==> src/rtl/bus_map_pkg.sv <==
// =============================================================================
// Module   : bus_map_pkg
// Address map, FSM state type and peripheral indices for the CPU data bus.
// Revision : 1.0
// =============================================================================
`default_nettype none

package bus_map_pkg;

  typedef enum logic [1:0] {
    S_IDLE      = 2'd0,
    S_RAM_ACC   = 2'd1,
    S_PERIF_ACC = 2'd2,
    S_RESP      = 2'd3
  } bus_state_e;

  // addr[REGION_BIT] splits RAM from peripherals; addr[SEL_MSB:SEL_LSB] picks the peripheral
  localparam int REGION_BIT = 8;
  localparam int SEL_LSB    = 2;
  localparam int SEL_MSB    = 4;
  localparam int SEL_W      = SEL_MSB - SEL_LSB + 1;

  localparam int PERIF_ADC      = 0;
  localparam int PERIF_TECLADO  = 1;
  localparam int PERIF_SIETESEG = 2;
  localparam int PERIF_LEDS     = 3;
  localparam int PERIF_SWITCHES = 4;
  localparam int PERIF_TIMER    = 5;
  localparam int PERIF_COUNT    = PERIF_TIMER + 1;

endpackage

`default_nettype wire

==> src/rtl/bus_addr_decode.sv <==
// =============================================================================
// Module   : bus_addr_decode
// Combinational address decode: RAM/peripheral region, peripheral select, range.
// Revision : 1.0
// =============================================================================
`default_nettype none

module bus_addr_decode
  import bus_map_pkg::*;
#(
  parameter int N_PERIF = PERIF_COUNT
) (
  input  logic [31:0]      addr,
  output logic             is_ram,
  output logic             is_perif,
  output logic [SEL_W-1:0] sel,
  output logic             sel_valid
);

  logic w_unused_addr_bits;

  assign is_ram    = ~addr[REGION_BIT];
  assign is_perif  = addr[REGION_BIT];
  assign sel       = addr[SEL_MSB:SEL_LSB];
  assign sel_valid = is_perif && (int'(sel) < N_PERIF);

  // Everything outside the region bit and select field is ignored by the map
  assign w_unused_addr_bits = ^{addr[31:REGION_BIT+1], addr[REGION_BIT-1:SEL_MSB+1],
                                addr[SEL_LSB-1:0]};

endmodule

`default_nettype wire

==> src/rtl/bus_access_ctrl.sv <==
// =============================================================================
// Module   : bus_access_ctrl
// Sequences each CPU load/store onto the shared RAM/peripheral data bus.
// Optional : BUS_TIMEOUT_EN bounds the wait on perif_ready to TIMEOUT_CYC cycles.
// Revision : 1.0
// =============================================================================
`default_nettype none

module bus_access_ctrl
  import bus_map_pkg::*;
#(
  parameter int DATA_W      = 32,
  parameter int N_PERIF     = PERIF_COUNT,
  parameter int TIMEOUT_CYC = 16
) (
  input  logic                      clk,
  input  logic                      rst,
  input  logic                      cpu_req,
  input  logic                      cpu_we,
  input  logic [31:0]               cpu_addr,
  input  logic [DATA_W-1:0]         cpu_wdata,
  output logic                      cpu_ack,
  output logic [DATA_W-1:0]         cpu_rdata,
  output logic                      cpu_err,
  output logic [31:0]               bus_addr,
  output logic [DATA_W-1:0]         bus_wdata,
  output logic                      ram_we,
  input  logic [DATA_W-1:0]         ram_rdata,
  output logic [N_PERIF-1:0]        perif_we,
  output logic [N_PERIF-1:0]        perif_re,
  input  logic [N_PERIF-1:0]        perif_ready,
  input  logic [N_PERIF*DATA_W-1:0] perif_rdata
);

  bus_state_e         r_state;
  bus_state_e         w_state_next;
  logic [31:0]        r_bus_addr;
  logic [DATA_W-1:0]  r_bus_wdata;
  logic               r_we;
  logic               r_err;
  logic [DATA_W-1:0]  r_rdata;

  logic               w_req_is_ram;
  logic               w_req_is_perif;
  logic [SEL_W-1:0]   w_req_sel_unused;
  logic               w_req_sel_valid;
  logic               w_req_unmapped;

  logic               w_bus_is_ram_unused;
  logic               w_bus_is_perif_unused;
  logic [SEL_W-1:0]   w_bus_sel;
  logic               w_bus_sel_valid_unused;

  logic [N_PERIF-1:0] w_sel_onehot;
  logic               w_ready_sel;
  logic [DATA_W-1:0]  w_perif_slice;
  logic               w_timeout;

  // Decode of the incoming request, used only while IDLE
  bus_addr_decode #(.N_PERIF(N_PERIF)) u_req_decode (
    .addr      (cpu_addr),
    .is_ram    (w_req_is_ram),
    .is_perif  (w_req_is_perif),
    .sel       (w_req_sel_unused),
    .sel_valid (w_req_sel_valid)
  );

  // Decode of the latched address drives the strobes and read-data mux
  bus_addr_decode #(.N_PERIF(N_PERIF)) u_bus_decode (
    .addr      (r_bus_addr),
    .is_ram    (w_bus_is_ram_unused),
    .is_perif  (w_bus_is_perif_unused),
    .sel       (w_bus_sel),
    .sel_valid (w_bus_sel_valid_unused)
  );

  assign w_req_unmapped = w_req_is_perif & ~w_req_sel_valid;

  for (genvar gi = 0; gi < N_PERIF; gi++) begin : g_sel_onehot
    assign w_sel_onehot[gi] = (w_bus_sel == SEL_W'(gi));
  end

  assign w_ready_sel = |(perif_ready & w_sel_onehot);

  always_comb begin
    w_perif_slice = '0;
    for (int i = 0; i < N_PERIF; i++) begin
      if (w_sel_onehot[i]) begin
        w_perif_slice = perif_rdata[i*DATA_W +: DATA_W];
      end
    end
  end

`ifdef BUS_TIMEOUT_EN
  logic [7:0] r_wait_cnt;

  // Counts PERIF_ACC cycles; zero whenever the FSM is elsewhere so each access starts fresh
  always_ff @(posedge clk) begin
    if (rst) begin
      r_wait_cnt <= 8'd0;
    end else if (r_state != S_PERIF_ACC) begin
      r_wait_cnt <= 8'd0;
    end else begin
      r_wait_cnt <= r_wait_cnt + 8'd1;
    end
  end

  // Ready arriving on the final wait cycle still completes normally
  assign w_timeout = (r_state == S_PERIF_ACC) && !w_ready_sel &&
                     (r_wait_cnt == 8'(TIMEOUT_CYC - 1));
`else
  localparam int c_unused_timeout_cyc = TIMEOUT_CYC;
  assign w_timeout = 1'b0;
`endif

  always_ff @(posedge clk) begin
    if (rst) begin
      r_state <= S_IDLE;
    end else begin
      r_state <= w_state_next;
    end
  end

  always_comb begin
    w_state_next = r_state;
    ram_we       = 1'b0;
    perif_we     = '0;
    perif_re     = '0;
    cpu_ack      = 1'b0;
    cpu_err      = 1'b0;
    case (r_state)
      S_IDLE: begin
        if (cpu_req) begin
          if (w_req_is_ram)        w_state_next = S_RAM_ACC;
          else if (w_req_unmapped) w_state_next = S_RESP;
          else                     w_state_next = S_PERIF_ACC;
        end
      end
      S_RAM_ACC: begin
        ram_we       = r_we;
        w_state_next = S_RESP;
      end
      S_PERIF_ACC: begin
        perif_we = r_we ? w_sel_onehot : '0;
        perif_re = r_we ? '0 : w_sel_onehot;
        if (w_ready_sel || w_timeout) begin
          w_state_next = S_RESP;
        end
      end
      S_RESP: begin
        cpu_ack      = 1'b1;
        cpu_err      = r_err;
        w_state_next = S_IDLE;
      end
      default: w_state_next = S_IDLE;
    endcase
  end

  always_ff @(posedge clk) begin
    if (rst) begin
      r_bus_addr  <= '0;
      r_bus_wdata <= '0;
      r_we        <= 1'b0;
      r_err       <= 1'b0;
      r_rdata     <= '0;
    end else begin
      case (r_state)
        S_IDLE: begin
          if (cpu_req) begin
            r_bus_addr  <= cpu_addr;
            r_bus_wdata <= cpu_wdata;
            r_we        <= cpu_we;
            r_err       <= w_req_unmapped;
            if (w_req_unmapped) begin
              r_rdata <= '0;
            end
          end
        end
        S_RAM_ACC: begin
          if (!r_we) begin
            r_rdata <= ram_rdata;
          end
        end
        S_PERIF_ACC: begin
          if (w_ready_sel) begin
            if (!r_we) begin
              r_rdata <= w_perif_slice;
            end
          end else if (w_timeout) begin
            r_err   <= 1'b1;
            r_rdata <= '0;
          end
        end
        default: ;
      endcase
    end
  end

  assign cpu_rdata = r_rdata;
  assign bus_addr  = r_bus_addr;
  assign bus_wdata = r_bus_wdata;

endmodule

`default_nettype wire

==> config.mk <==
export PLATFORM = sky130hd
export DESIGN_NAME = bus_access_ctrl
export DESIGN_NICKNAME = d
export VERILOG_FILES = /design/src/rtl/bus_map_pkg.sv /design/src/rtl/bus_addr_decode.sv /design/src/rtl/bus_access_ctrl.sv
export SDC_FILE = /design/constraint.sdc
export NUM_CORES = 1
export LEC_CHECK = 0
export CAP_MARGIN = 25
export CORE_AREA = 4 4 155 157
export DETAILED_ROUTE_END_ITERATION = 8
export DIE_AREA = 0 0 159 161
export MAX_ROUTING_LAYER = met4
export PLACE_DENSITY_LB_ADDON = 0.15
export SYNTH_ARGS = -nofsm -noshare
export SYNTH_HDL_FRONTEND = slang
export SYNTH_SLANG_ARGS = --single-unit
==> constraint.sdc <==
create_clock -name clk -period 2.2 [get_ports clk]
set_input_delay 0.66 -clock clk [delete_from_list [all_inputs] [get_ports clk]]
set_output_delay 0.66 -clock clk [all_outputs]
set_load 0.01 [all_outputs]
==> results.sh <==
export IMPL_place_congestion=0.874
export IMPL_clock_latency_ns=0.36
export IMPL_cts_htree_levels=3
export IMPL_yosysTopAreaCell="dfxtp_1"
export IMPL_path_cells="buf_6, buf_12, clkdlybuf4s50_1"
export IMPL_via_per_inst=4.88
export IMPL_drt_pass1_iterations=6
export IMPL_synthXorXnorAreaFrac_pct=0
export IMPL_drv_cap=0
export IMPL_start_util_pct=24.3
export IMPL_synth_area_top_cells="dfxtp_1 (37%), nand2_1 (16%), mux2i_1 (6.4%)"
export IMPL_cts_buffers_inserted=9
export IMPL_synth_cell_types=38
export IMPL_total_power_mw=8.16
export IMPL_antenna_found_initial=1
export IMPL_relSlewSlack_pct=72.0
export IMPL_drive_above_1_share_pct=9.74
export IMPL_setup_slack_ns=0.0368
export IMPL_cpMaxStageDelayCell="clkdlybuf4s50_1"
export IMPL_setup_viol=0
export IMPL_synth_compound_area_share_pct=28.3
export IMPL_finalNetCount=1448
export IMPL_worst_ep_required_time_ns=1.54
export IMPL_wl_per_cell_um=19.9
export IMPL_cpPeakStageDelay_ns=0.53
export IMPL_arrival_ns=1.50
export IMPL_clockBufferDepth=2
export IMPL_p_leak_nw=3.83
export IMPL_port_buffers=408
export IMPL_rows=55
export IMPL_die_x_um=159
export IMPL_ys_warn_count=0
export IMPL_drv_slew=0
export IMPL_wirelength_um=28500
export IMPL_via_count=7002
export IMPL_fmaxAchievable_ghz=0.462
export IMPL_status="completed"
export IMPL_io_pins=409
export IMPL_path_max_fanout=5
export IMPL_final_period_utilization_pct=98.3
export IMPL_cts_tree="yes"
export IMPL_dp_slack_ns=-0.219
export IMPL_grtUsageTotal_pct=21.6
export IMPL_yosys_area_share_adder_pct=1.14
export IMPL_grt_pass1_vias=6969
export IMPL_area_growth_pct=91.6
export IMPL_mostFrequentLayoutCell="clkdlybuf4s50_1"
export IMPL_cp_end_kind="primary output"
export IMPL_ir_drop_v=0.000434
export IMPL_dieArea_um2=25600
export IMPL_worst_pin_slew_ns=0.419
export IMPL_clock_sinks=100
export IMPL_ctsHoldBuffers=0
export IMPL_synthCells=745
export IMPL_worstSetupStartpointType="flop"
export IMPL_synthesis_nets=1048
export IMPL_seq_area_frac_synth_pct=36.6
export IMPL_ys_ff_latch=100
export IMPL_die_h_um=161
export IMPL_cts_root_buf="clkbuf_16"
export IMPL_route_detailed_drc=0
export IMPL_drtIter0Drc=350
export IMPL_fin_worst_skew_ns=0.0131
export IMPL_p_per_area_nw_per_um2=779
export IMPL_period_minus_slack_ns=2.16
export IMPL_synth_top_family_by_area="compound AO/OA/AOI/OAI gates"
export IMPL_mostFrequentLayoutCells="clkdlybuf4s50_1 (391), nand2_1 (230), dfxtp_1 (95)"
export IMPL_clk_pin_slew_ns=0.07
export IMPL_rrSetupSlack_ns=0.13
export IMPL_rsz0062_at_grt="true"
export IMPL_hold_viol_final=0
export IMPL_grt_max_degree=70
export IMPL_ant_nets=0
export IMPL_synth_area_um2=5460
export IMPL_hpwlAfterDp_um=21800
export IMPL_min_path_type="reg2reg"
export IMPL_synth_area_per_cell_um2=7.33
export IMPL_yosysTopAreaCellShare_pct=36.6
export IMPL_synth_simple_area_share_pct=21.1
export IMPL_crit_type="reg2out"
export IMPL_grt_first_pass_wirelength_um=42100
export IMPL_synth_mux_area_share_pct=6.69
export IMPL_core_area_um2=22500
export IMPL_grt_overflow_total=0
path summary, 6_finish.rpt:
kind | from | to | cells past startpoint
worst max-delay path | bus_addr[3]$_SDFFE_PP0P_ | bus_addr[3] | 3
worst min-delay path | bus_wdata[15]$_SDFFE_PP0P_ | bus_wdata[15]$_SDFFE_PP0P_ | 2
worst max register to register | r_state[0]$_SDFFE_PP0P_ | cpu_rdata[0]$_SDFFE_PP0P_ | 11
worst min register to register | bus_wdata[15]$_SDFFE_PP0P_ | bus_wdata[15]$_SDFFE_PP0P_ | 2
cell type report:
class	instances	area, um2
inverters	5	18.8
diodes	1	2.50
flip-flops and latches	100	2020
clock inverters	7	70.1
repair buffers	459	4560
multi-input cells	570	3220
fillers	2321	12000
clock buffers	9	225
well taps	285	357
critical path: cells and delay by family, from the launching register on:
family / cells / cell delay (ns)
buffers and inverters: 3 / 0.78
DFF: 1 / 0.37
registers in the layout, summed over array words and instances, names as in the netlist:
| name | cells |
|---|---|
| r_err | 1 |
| r_state | 2 |
| bus_wdata | 32 |
| bus_addr | 32 |
| r_we | 1 |
| cpu_rdata | 32 |
cells in the mapped netlist (all sizes together):
cell type and instances:
ha 5, nand2b 3, a31o 1, nand4 2, mux2 1, a31oi 32, o21ai 67, mux2i 35
clkbuf 49, a41oi 1, nand3 2, a311oi 2, o2111ai 31, nor2 38, nor4 2, a22o 1
nor3 6, nand2 232, inv 5, buf 21, nor2b 1, o21a 1, a32o 31, nor3b 1
o221ai 1, a211oi 1, and4bb 1, and2 3, a21oi 69, dfxtp 100
per-layer routing:
layer | share of wire (%) | vias to the layer above | global-route usage (%) | wire length [um]
li1 | - | 3448 | - | -
met1 | 42 | 3246 | 25.4 | 11900
met2 | 50 | 285 | 37.2 | 14200
met3 | 7.3 | 23 | 6.20 | 2070
met4 | 1.4 | 0 | 4.02 | 401
met5 | 0 | - | - | 0
through the flow:
step	hold slack [ns]	util (%)	instances	instance area, um2	TNS (ns)
after floorplan	0.432	-	745	5460	0
after global placement	0.438	44.6	1411	10000	-6.81
after detailed placement	0.446	44.6	1411	10000	-7.26
after CTS	0.456	46.2	1430	10400	-0.0680
after global routing	0.467	46.5	1436	10500	-0.0628
final	0.454	46.5	1436	10500	0
report_power, final:
part	leakage (nW)	internal (mW)	switching [mW]
clock network	0.141	0.797	0.799
registers	0.818	2.10	0.170
logic	2.87	2.11	2.18
cells by family after synthesis:
| family | after synthesis |
|---|---|
| mux | 36 |
| fa+ha+maj | 5 |
| flops | 100 |
| simple gates | 291 |
| buf+inv | 75 |
| compound gates | 238 |
what timing repair did:
item	CTS	global route
buffers inserted	3	5
endpoints found under the setup margin	49	48
resized for setup	57	24
pin swaps	0	2
endpoints found under the hold margin	0	0
Note: power is estimated with default switching activity, not from simulation.
